<file path="config.mk">
export PLATFORM = sky130hd
export DESIGN_NAME = mrelbp_win5_line_buffer
export DESIGN_NICKNAME = d
export VERILOG_FILES = /design/src/rtl/mrelbp_win5_line_buffer.sv
export SDC_FILE = /design/constraint.sdc
export NUM_CORES = 1
export LEC_CHECK = 0
export CAP_MARGIN = 25
export CORE_ASPECT_RATIO = 0.7
export CORE_MARGIN = 2
export CORE_UTILIZATION = 55
export CTS_CLUSTER_DIAMETER = 50
export CTS_CLUSTER_SIZE = 12
export DETAILED_ROUTE_END_ITERATION = 6
export PLACE_DENSITY = 0.75
export SLEW_MARGIN = 0
export SYNTH_ARGS = -nofsm -noshare
export SYNTH_HDL_FRONTEND = slang
export SYNTH_SLANG_ARGS = --single-unit
</file>
<file path="constraint.sdc">
create_clock -name clk -period 4.97 [get_ports clk]
set_clock_uncertainty 0.15 [all_clocks]
set_input_delay 0.994 -clock clk [delete_from_list [all_inputs] [get_ports clk]]
set_output_delay 0.994 -clock clk [all_outputs]
set_load 0.01 [all_outputs]
</file>
<file path="src/rtl/mrelbp_win5_line_buffer.sv">
// mrelbp_win5_line_buffer: four-line buffer presenting a vertical 5-pixel column per accepted raster pixel.
module mrelbp_win5_line_buffer #(
  parameter int COLS = 7,
  parameter int ROWS = 7
) (
  input  logic       clk,
  input  logic       rst_n,
  input  logic       valid_i,
  input  logic [7:0] data_i,
  output logic [7:0] S1,
  output logic [7:0] S2,
  output logic [7:0] S3,
  output logic [7:0] S4,
  output logic [7:0] S5,
  output logic       done_o,
  output logic [9:0] col_o,
  output logic [9:0] row_o,
  output logic       frame_done_o
);
  localparam int IW = COLS > 1 ? $clog2(COLS) : 1;
  logic [7:0] l0 [COLS];
  logic [7:0] l1 [COLS];
  logic [7:0] l2 [COLS];
  logic [7:0] l3 [COLS];
  logic [9:0] col_cnt, row_cnt;
  logic [IW-1:0] c;
  logic last_col, last_row;
  assign c = col_cnt[IW-1:0];
  assign last_col = col_cnt == 10'(COLS - 1);
  assign last_row = row_cnt == 10'(ROWS - 1);
  always_ff @(posedge clk) begin
    if (!rst_n) begin
      {S1, S2, S3, S4, S5} <= '0;
      col_o <= '0;
      row_o <= '0;
      done_o <= 1'b0;
      frame_done_o <= 1'b0;
      col_cnt <= '0;
      row_cnt <= '0;
    end else begin
      done_o <= valid_i && row_cnt >= 10'd4;
      frame_done_o <= valid_i && last_col && last_row;
      if (valid_i) begin
        S1 <= l0[c];
        S2 <= l1[c];
        S3 <= l2[c];
        S4 <= l3[c];
        S5 <= data_i;
        col_o <= col_cnt;
        row_o <= row_cnt;
        col_cnt <= last_col ? '0 : col_cnt + 10'd1;
        row_cnt <= !last_col ? row_cnt : last_row ? '0 : row_cnt + 10'd1;
      end
    end
  end
  // Line memories are never cleared; done_o gating keeps stale rows hidden.
  always_ff @(posedge clk) begin
    if (rst_n && valid_i) begin
      l0[c] <= l1[c];
      l1[c] <= l2[c];
      l2[c] <= l3[c];
      l3[c] <= data_i;
    end
  end
endmodule

</file>
---- After elaboration in Yosys (flattened, before gate mapping) ----
Memories as Yosys holds them, arrays and structs flattened. A register that Yosys moved wholly into a read port is not among the register bits.
Index checks and enable logic that the tools add are counted.
operators by class
  eq/ne operators ......................... 2
  multiplexer cells ....................... 10
  reduce and logical (&&, ||, !) cells .... 6
  $add $sub $neg .......................... 2
  $lt $le $gt $ge ......................... 1
operator list
  cell                                                                                  number
  10-bit by 1-bit adder with 10-bit output, second input constant                       2
  10-bit by 3-bit equality test with 1-bit output, second input constant                2
  10-bit 2-to-1 mux                                                                     2
  3-bit 2-to-1 mux                                                                      6
  10-bit by 3-bit greater-or-equal comparator with 1-bit output, second input constant  1
  1-bit logical AND                                                                     4
  1-bit 2-to-1 mux                                                                      2
  2-bit AND reduction                                                                   1
  1-bit logical NOT                                                                     1
word-level totals
  memories kept ........................... 4
  input port bits ......................... 11
  bits in writable memories ............... 224
  register bits after elaboration ......... 74
  logic and storage cells ................. 35
memories
  name  words  bits a word  read ports  clocked after memory_dff  write ports  line  RTL
  l0    7      8            1           1                         1            21    logic [7:0] l0 [COLS];
  l1    7      8            1           1                         1            22    logic [7:0] l1 [COLS];
  l2    7      8            1           1                         1            23    logic [7:0] l2 [COLS];
  l3    7      8            1           1                         1            24    logic [7:0] l3 [COLS];

---- Logic depth before layout (Yosys ltp) ----
Gate-level depths: netlist (run 1).
  word-level depth ........................ 4
  mapped depth ............................ 9
  gate-level depth less buffers ........... 6

---- Worst setup path after synthesis (run 1) ----
No wires, ideal clock.
  kind .................................... in2reg
  start ................................... input valid_i
  end ..................................... memory l0[3][0] (enable)
  stages .................................. 5
  setup slack ............................. 1.259 ns
  arrival ................................. 3.140 ns
  setup time .............................. 0.421 ns
  cells stage by stage .................... buf_6 > clkbuf_1 > clkbuf_1 > nand2_1 > nor2_1
between the ends
  longest elaborated chain between the ends .. 3
ends and longest elaborated chain
  what                                    line  RTL
  from (decl)                             8     input logic valid_i,
  1-bit logical AND                       58    if (rst_n && valid_i) begin
  1-bit 2-to-1 mux                        58
  1-bit 2-to-1 mux (implied by the code)  59    l0[c] <= l1[c];
  to (decl)                               21
Every way passes these cells.

---- Worst setup path in the final report (run 1) ----
  start ................................... register col_cnt[1]
  end ..................................... register row_cnt[4]
between the ends
  longest elaborated chain between the ends .. 2
ends and longest elaborated chain
  what                                             line  RTL
  from (decl)                                      25    logic [9:0] col_cnt, row_cnt;
  from (signal assigned)                           51    col_cnt <= last_col ? '0 : col_cnt + 10'd1;
  10-bit by 3-bit equality test with 1-bit output  29    assign last_col = col_cnt == 10'(COLS - 1);
  2-bit AND reduction (no source line)             -
  to (signal assigned)                             52    row_cnt <= !last_col ? row_cnt : last_row ? '0 : row_cnt + 10'd1;
  to (decl)                                        25
Every way passes these cells.
A chain may end at the register's enable or synchronous reset.

==> results of run 1 <==
[registers in the layout, summed over array words and instances, names as in the netlist, named ones only]
register      count
row_o            10
S3                8
l1               56
l0               56
frame_done_o      1
row_cnt          10
l2               56
l3               56
done_o            1
S4                8
S2                8
S5                8
col_o            10
S1                8
col_cnt          10
[area by class of cell]
class / instances / area, µm² / share of cell area (%)
flip-flops and latches: 309 / 8430 / 61.7
multi-input cells: 382 / 3170 / 23.2
repair buffers: 88 / 876 / 6.41
clock buffers: 52 / 812 / 5.94
well taps: 276 / 345 / 2.53
inverters: 9 / 33.8 / 0.247
clock inverters: 1 / 5.00 / 0.0366
[metrics by stage]
| stage | power, mW | util [%] | instance area [µm²] | hold slack, ns |
|---|---|---|---|---|
| floorplan | 3.14 | - | 11800 | 0.325 |
| global placement | 3.26 | 61.2 | 12800 | 0.322 |
| detailed placement | 3.28 | 61.3 | 12800 | 0.329 |
| CTS | 5.22 | 65.2 | 13600 | 0.338 |
| global route | 5.35 | 65.3 | 13700 | 0.351 |
| finish | 5.19 | 65.3 | 13700 | 0.337 |
[Yosys cell counts, types with 4 or more instances]
library cell,n,area (µm²)
mux2i_1,66,661
xor2_1,5,43.8
edfxtp_1,224,6730
mux4_2,32,721
o21ai_0,66,330
clkbuf_1,27,101
o21ba_2,24,240
dfxtp_1,85,1700
nand3_1,5,25.0
mux2_2,24,270
ha_1,5,62.6
buf_1,12,45.0
inv_1,9,33.8
o31ai_1,5,37.5
or4_1,7,52.6
a21oi_1,19,95.1
nand2_1,41,154
nand4_1,4,25.0
nor2_1,46,173
[cell families (layout without fill, tap and decap cells)]
family / after synthesis / in the layout / share of synthesized area, %
buffers and inverters: 56 / 150 / 2.12
DFF: 309 / 309 / 71.3
and+or+nand+nor: 126 / 126 / 5.10
xor gates and xnor gates: 8 / 8 / 0.592
AOI/OAI and AO/OA: 121 / 121 / 6.44
adders and majority gates: 5 / 5 / 0.529
muxes: 122 / 122 / 14.0
[worst min-delay path by stage]
stage	cells past startpoint	end	startpoint	slack (ns)
finish	2	col_o[0]$_SDFFE_PN0P_	col_o[0]$_SDFFE_PN0P_	0.34
global placement	2	row_o[4]$_SDFFE_PN0P_	row_o[4]$_SDFFE_PN0P_	0.32
floorplan	2	row_cnt[7]$_SDFFE_PN0P_	row_cnt[7]$_SDFFE_PN0P_	0.32
global route	2	col_o[2]$_SDFFE_PN0P_	col_o[2]$_SDFFE_PN0P_	0.35
detailed placement	2	col_o[2]$_SDFFE_PN0P_	col_o[2]$_SDFFE_PN0P_	0.33
CTS	2	col_o[2]$_SDFFE_PN0P_	col_o[2]$_SDFFE_PN0P_	0.34
[power by group through the flow]
stage / Sequential (mW) / Combinational, mW / Clock [mW]
6_report: 2.88 / 0.346 / 1.96
5_1_grt: 2.88 / 0.377 / 2.09
4_1_cts: 2.88 / 0.349 / 1.99
3_5_place_dp: 2.93 / 0.346 / 0
3_3_place_gp: 2.93 / 0.332 / 0
2_1_floorplan: 2.93 / 0.207 / 0
[metal layers]
| metal | up-vias | track usage, % | part of all wire [%] |
|---|---|---|---|
| met5 | - | 0 | 0 |
| met4 | 0 | 5.83 | 2.3 |
| met3 | 44 | 3.45 | 4.8 |
| met2 | 194 | 33.3 | 48 |
| met1 | 3293 | 28.6 | 45 |
| li1 | 2980 | - | - |
[worst max-delay path, stage by stage (launching register included)]
cell and delay [ns]:
dfxtp_1 0.88, ha_1 0.32, or4b_4 0.50, or4_1 0.66, or4_1 0.46, a21oi_1 0.17
==> flow_metrics.tcl, run 1 <==
set metrics [dict create \
    vias 6511 \
    p_sw_share_pct 20.9 \
    drt_iter0_markers 472 \
    initial_core_util_pct 56.5 \
    cap_violations 0 \
    start_kind "flop" \
    drive_gt1_share_pct 16.9 \
    p_leak_nw 4.44 \
    rr_worst_depth 5 \
    max_freq_mhz 310 \
    period_needed_ns 3.22 \
    drtAntennaViolNets 0 \
    io_pins 73 \
    dp_cells 1063 \
    numCtsBuffers 29 \
    min_path_type "reg2reg" \
    async_reset_ff_share_pct 0 \
    cts_resized 0 \
    finalSetupViolations 0 \
    area_growth_pct 15.6 \
    die_h_um 127 \
    gp_congestion 0.762 \
    die_w_um 179 \
    p_sw_mw 1.09 \
    grt_first_pass_wirelength_um 35700 \
    syn_inst 747 \
    grt_overflow_total 0 \
    setup_tns_ns 0 \
    worstSetupEndpoint "row_cnt[4]$_SDFFE_PN0P_" \
    syn_nets 763 \
    synth_area_um2 11800 \
    crit_start "col_cnt[1]$_SDFFE_PN0P_" \
    drc 0 \
    nNetsFinal 835 \
    slew_headroom_pct 35.5 \
    cts_root_buffer "clkbuf_16" \
    drv_slew 0 \
    grt_pass1_vias 6620 \
    antenna_found_initial 0 \
    cts.sinks 309 \
    gr-usage-all-layers_pct 20.4 \
    cp-end-kind "flop" \
    critPathMaxFanout 19 \
    layout_setup_ws_ns 1.75 \
    cts_hold_buf 0 \
    combPwrFrac_pct 6.7 \
    dp_hpwl_um 13200 \
    clock_latency_ns 0.54 \
    dieArea_um2 22700 \
    post_drt_wl_per_cell_um 20.4 \
    crit_required_ns 5.28 \
    synthDistinctLibCells 46 \
    reg2reg_from "col_cnt[1]$_SDFFE_PN0P_" \
    critPathKind "reg2reg" \
    power_density_nw_per_um2 379 \
    diodes 0 \
    final_hold_viol_count 0 \
    final_cell_mix "edfxtp_1 (224), dfxtp_1 (83), clkdlybuf4s50_1 (71), mux2i_1 (66), o21ai_0 (66)" \
    worst-slew-pin-transition_ns 0.968 \
    dp_slack_ns 1.41 \
    rows 44 \
    avgSynthCellArea_um2 15.8 \
    min_period_over_period_pct 64.9 \
    vias_per_cell 5.83 \
    final_common_cell "edfxtp_1" \
    clock_power_share_pct 37.8 \
    fin_cells 1117 \
    yosysWarnings 0 \
    internal_power_mw 4.10 \
    synth-seq-cells 309 \
    cts_tree "yes" \
    worstPathArrival_ns 3.53 \
    rr_endpoint "row_cnt[4]$_SDFFE_PN0P_" \
    synth-seq-area-share_pct 71.3 \
    timing.reg2reg.setup_slack_ns 1.75 \
    grt_max_degree 45 \
    core_um2 20900 \
    synth_edf_count 224 \
    grt_setup_unrepaired "false" \
    fillers 1414 \
    cts_setup_buffers 0 \
    first_pass_iters 5 \
    vdd_drop_max_v 0.000254 \
    cts_buffer_depth 3 \
    wirelength_um 22700 \
    synthFlopType "edfxtp_1" \
    io_buffers 72 \
    clkSlewWorstSetupHoldPaths_ns 0.07 \
    seqPwrFrac_pct 55.5 \
    h-tree-depth 1 \
    status "finished clean" \
]
Power figures use the tool's default switching activity.
==> inputs of run 2 (changes only) <==
- CORE_UTILIZATION: 55 -> 53
- clock period: 4.97 -> 2.6 ns (I/O delays scaled with it)
==> run 2 against run 1 <==
Sequential cell count unchanged. Wire length increased by 0.46%. Global-route usage down 0.91 points. Register-to-register slack worse by 1.6 ns. Via count is 0.55% lower. Clock-buffer cell count rose by 1. Clock power grew 95%. Critical endpoint is now row_cnt[6]$_SDFFE_PN0P_. Largest cell class unchanged. Highest routed layer unchanged.
==> flow_metrics.tcl, run 2 (synthesis gave the netlist of run 1 again) <==
set metrics [dict create \
    first_pass_iters 5 \
    grt_max_degree 73 \
    cts_root_buffer "clkbuf_16" \
    min_path_type "in2reg" \
    h-tree-depth 1 \
    seqPwrFrac_pct 54.8 \
    cts_tree "yes" \
    final_cell_mix "edfxtp_1 (224), dfxtp_1 (82), clkdlybuf4s50_1 (71), mux2i_1 (66), o21ai_0 (66)" \
    min_path_cells 2 \
    core_um2 21800 \
    grt_pass1_vias 6296 \
    area_growth_pct 16.8 \
    start_kind "flop" \
    p_total_mw 10.0 \
    crit_required_ns 2.92 \
    vdd_drop_max_v 0.000503 \
    power_density_nw_per_um2 723 \
    p_sw_share_pct 21.2 \
    vias 6475 \
    clkSlewWorstSetupHoldPaths_ns 0.06 \
    gp_congestion 0.800 \
    die_w_um 183 \
    nNetsFinal 839 \
    slew_headroom_pct 55.5 \
    finalSetupViolations 0 \
    vias_per_cell 5.74 \
    antenna_found_initial 0 \
    drt_iter0_markers 649 \
    p_leak_nw 4.48 \
    period_needed_ns 2.44 \
    drtAntennaViolNets 0 \
    cap_violations 0 \
    post_drt_wl_per_cell_um 20.3 \
    design_area_um2 13800 \
    gr-usage-all-layers_pct 19.5 \
    cts_buffer_depth 3 \
    drive_gt1_share_pct 17.5 \
    final_common_cell "edfxtp_1" \
    cts_resized 0 \
    timing.reg2reg.setup_slack_ns 0.16 \
    numCtsBuffers 29 \
    io_buffers 72 \
    rows 45 \
    diodes 0 \
    die_h_um 129 \
    placed_cell_area_um2 13000 \
    worst-slew-pin-transition_ns 0.666 \
    final_hold_viol_count 0 \
    clock_latency_ns 0.55 \
    clock_power_share_pct 38.2 \
    grt_first_pass_wirelength_um 35400 \
    fin_util_pct 63.4 \
    io_pins 73 \
    combPwrFrac_pct 6.9 \
    worstPathArrival_ns 2.76 \
    cts_setup_buffers 0 \
    setup_tns_ns 0 \
    max_freq_mhz 410 \
    worstHoldEndpoint "S1[4]$_SDFFE_PN0P_" \
    p_sw_mw 2.12 \
    rr_worst_depth 6 \
    cts_hold_buf 0 \
    wirelength_um 22800 \
    dieArea_um2 23500 \
    initial_core_util_pct 54.3 \
    critPathMaxFanout 7 \
    min_period_over_period_pct 93.8 \
    internal_power_mw 7.88 \
    drc 0 \
    critPathKind "reg2reg" \
    grt_setup_unrepaired "false" \
    hold_start "valid_i" \
    drv_slew 0 \
    cp-end-kind "flop" \
    cts.sinks 309 \
    reg2reg_from "col_cnt[0]$_SDFFE_PN0P_" \
    rr_endpoint "row_cnt[6]$_SDFFE_PN0P_" \
    grt_overflow_total 0 \
    dp_hpwl_um 13200 \
    status "finished clean" \
]
==> run 2: changes by cell type in the layout (fill, tap and decap cells not counted), sizes merged <==
cell    previous run  this run
buf               17        21
clkbuf            52        53
clkinv             1         0
inv                9        10
==> run 2: layout make-up <==
cell class / instances / area [µm²]
tap: 282 / 353
clock buffer: 53 / 826
sequential: 309 / 8430
inverter: 9 / 33.8
multi-input combinational: 382 / 3190
timing repair buffer: 92 / 978
clock inverter: 1 / 8.76
fill: 1513 / 7970
==> run 2: power by group through the flow <==
stage,clock (mW),combinational [mW],sequential (mW)
finish,3.82,0.691,5.48
global route,4.06,0.751,5.49
CTS,3.87,0.703,5.48
detailed placement,0,0.697,5.59
global placement,0,0.674,5.58
floorplan,0,0.407,5.60
==> run 2: metrics by stage <==
| step | worst slack [ns] | cells | hold WS [ns] |
|---|---|---|---|
| floorplan | -0.0181 | 747 | 0.329 |
| global placement | 0.264 | 1074 | 0.317 |
| detailed placement | 0.194 | 1074 | 0.326 |
| CTS | 0.163 | 1128 | 0.138 |
| global route | 0.0599 | 1128 | 0.160 |
| finish | 0.162 | 1128 | 0.159 |
==> run 2: worst max-delay path by stage <==
| stage | endpoint | start |
|---|---|---|
| finish | row_cnt[6]$_SDFFE_PN0P_ | col_cnt[0]$_SDFFE_PN0P_ |
| global route | row_cnt[6]$_SDFFE_PN0P_ | col_cnt[0]$_SDFFE_PN0P_ |
| CTS | row_cnt[6]$_SDFFE_PN0P_ | col_cnt[0]$_SDFFE_PN0P_ |
| detailed placement | row_cnt[6]$_SDFFE_PN0P_ | col_cnt[0]$_SDFFE_PN0P_ |
| global placement | l3[0][4]$_DFFE_PP_ | rst_n |
| floorplan | row_cnt[4]$_SDFFE_PN0P_ | col_cnt[0]$_SDFFE_PN0P_ |
==> run 2: layer usage <==
| layer | part of all wire [%] | GRT usage (%) | wire [µm] |
|---|---|---|---|
| met4 | 1.8 | 4.74 | 407 |
| met3 | 6.1 | 2.83 | 1390 |
| met5 | 0 | 0 | 0 |
| met1 | 45 | 28.3 | 10400 |
| met2 | 47 | 31.6 | 10700 |
==> run 2: worst max-delay path, stage by stage (launching register included) <==
cell	delay, ns
dfxtp_2	0.32
inv_1	0.05
ha_1	0.15
or4b_4	0.48
or4_1	0.63
or4_1	0.44
a21oi_1	0.14
==> inputs of run 3 (changes only) <==
- MAX_ROUTING_LAYER: default -> met4
==> run 3 against run 2 <==
Design area did not move. Global-route usage is 0.66 points higher. Critical endpoint unchanged. Largest cell class unchanged. Wire length about the same. Critical path depth unchanged. Sequential cell count did not move. Power about the same. Clock power barely moved. Sequential power is essentially flat. Critical path type unchanged. Final cell count unchanged. Register-to-register slack about the same. Clock-buffer cell count unchanged.
==> flow_metrics.tcl, run 3 (synthesis gave the netlist of run 1 again) <==
set metrics [dict create \
    status "finished clean" \
    max_stage_delay_ns 0.63 \
    gr-usage-all-layers_pct 20.2 \
    rows 45 \
    timing.reg2reg.setup_slack_ns 0.16 \
    cts_setup_buffers 0 \
    max_freq_mhz 410 \
    worstHoldEndpoint "S1[4]$_SDFFE_PN0P_" \
    cts_resized 0 \
    cap_violations 0 \
    whs_ns 0.166 \
    vdd_drop_max_v 0.000502 \
    critPathMaxFanout 7 \
    grt_first_pass_wirelength_um 35400 \
    p_leak_nw 4.48 \
    finalSetupViolations 0 \
    slew_headroom_pct 54.9 \
    crit_required_ns 2.92 \
    p_sw_mw 2.12 \
    first_pass_iters 5 \
    h-tree-depth 1 \
    core_um2 21800 \
    die_h_um 129 \
    grt_setup_unrepaired "false" \
    dp_slack_ns 0.194 \
    cts_tree "yes" \
    cts_root_buffer "clkbuf_16" \
    power_density_nw_per_um2 724 \
    cp_slowest_cell "or4_1" \
    vias 6486 \
    seqPwrFrac_pct 54.8 \
    cts_hold_buf 0 \
    combPwrFrac_pct 6.9 \
    drt_iter0_markers 656 \
    grt_overflow_total 0 \
    area_growth_pct 16.8 \
    wirelength_um 22900 \
    io_buffers 72 \
    period_needed_ns 2.44 \
    cp-end-kind "flop" \
    min_period_over_period_pct 93.8 \
    diodes 0 \
    fin_util_pct 63.4 \
    internal_power_mw 7.88 \
    start_kind "flop" \
    critPathKind "reg2reg" \
    die_w_um 183 \
    final_cell_mix "edfxtp_1 (224), dfxtp_1 (82), clkdlybuf4s50_1 (71), mux2i_1 (66), o21ai_0 (66)" \
    cts.sinks 309 \
    drv_slew 0 \
    worstPathArrival_ns 2.76 \
    vias_per_cell 5.75 \
    hold_start "valid_i" \
    gp_congestion 0.811 \
    final_hold_viol_count 0 \
    post_drt_wl_per_cell_um 20.3 \
    clkSlewWorstSetupHoldPaths_ns 0.06 \
    rr_worst_depth 6 \
    antenna_found_initial 0 \
    clock_power_share_pct 38.3 \
    nNetsFinal 839 \
    p_sw_share_pct 21.2 \
    final_common_cell "edfxtp_1" \
    grt_pass1_vias 6291 \
    numCtsBuffers 29 \
    cpMostUsedCell "or4_1" \
    dp_hpwl_um 13200 \
    grt_max_degree 73 \
    drc 0 \
    drive_gt1_share_pct 17.5 \
    worstPathCellList "inv_1, ha_1, or4b_4, or4_1, or4_1, a21oi_1" \
    io_pins 73 \
    dieArea_um2 23500 \
    initial_core_util_pct 54.3 \
    worst-slew-pin-transition_ns 0.676 \
    layout_setup_ws_ns 0.162 \
    rr_endpoint "row_cnt[6]$_SDFFE_PN0P_" \
    min_path_cells 2 \
    min_path_type "in2reg" \
    reg2reg_from "col_cnt[0]$_SDFFE_PN0P_" \
    clock_latency_ns 0.55 \
    cts_buffer_depth 3 \
    drtAntennaViolNets 0 \
]
-- run 3: worst max-delay path, delay by kind of cell, from the launching register on --
| kind | cells | cell delay (ns) |
|---|---|---|
| adders and majority gates | 1 | 0.15 |
| DFF | 1 | 0.32 |
| and+or+nand+nor | 3 | 1.55 |
| buffers and inverters | 1 | 0.05 |
| AOI/OAI and AO/OA | 1 | 0.14 |
-- run 3: cell type report --
cell class              count  area [µm²]
clock buffers              53         826
clock inverters             1        8.76
inverters                   9        33.8
multi-input cells         382        3190
flip-flops and latches    309        8430
repair buffers             92         978
fillers                  1513        7970
well taps                 282         353
-- run 3: worst max-delay path by stage --
stage,from,to,slack [ns],depth (start not counted)
after floorplan,col_cnt[0]$_SDFFE_PN0P_,row_cnt[4]$_SDFFE_PN0P_,-0.02,9
after global placement,rst_n,l3[0][4]$_DFFE_PP_,0.26,5
after detailed placement,col_cnt[0]$_SDFFE_PN0P_,row_cnt[6]$_SDFFE_PN0P_,0.19,6
after CTS,col_cnt[0]$_SDFFE_PN0P_,row_cnt[6]$_SDFFE_PN0P_,0.16,6
after global routing,col_cnt[0]$_SDFFE_PN0P_,row_cnt[6]$_SDFFE_PN0P_,0.06,6
final,col_cnt[0]$_SDFFE_PN0P_,row_cnt[6]$_SDFFE_PN0P_,0.16,6
-- run 3: power groups by stage --
stage | registers [mW] | clock network, mW | logic, mW
after floorplan | 5.60 | 0 | 0.407
after global placement | 5.58 | 0 | 0.674
after detailed placement | 5.59 | 0 | 0.697
after CTS | 5.48 | 3.87 | 0.703
after global routing | 5.49 | 4.06 | 0.751
final | 5.48 | 3.83 | 0.692
-- run 3: layer usage --
metal	global-route usage (%)	vias to the layer above	share of wire [%]
met1	28.4	3266	46
met3	2.77	36	5.4
met4	4.74	0	1.7
li1	-	3000	-
met2	31.6	184	47
met5	-	-	0
-- run 3: per-stage QoR --
stage / total power, mW / TNS (ns) / area (µm²) / cells
after floorplan: 6.01 / -0.0542 / 11900 / 747
after global placement: 6.26 / 0 / 13000 / 1074
after detailed placement: 6.29 / 0 / 13000 / 1074
after CTS: 10.1 / 0 / 13800 / 1128
after global routing: 10.3 / 0 / 13800 / 1128
final: 10.0 / 0 / 13800 / 1128
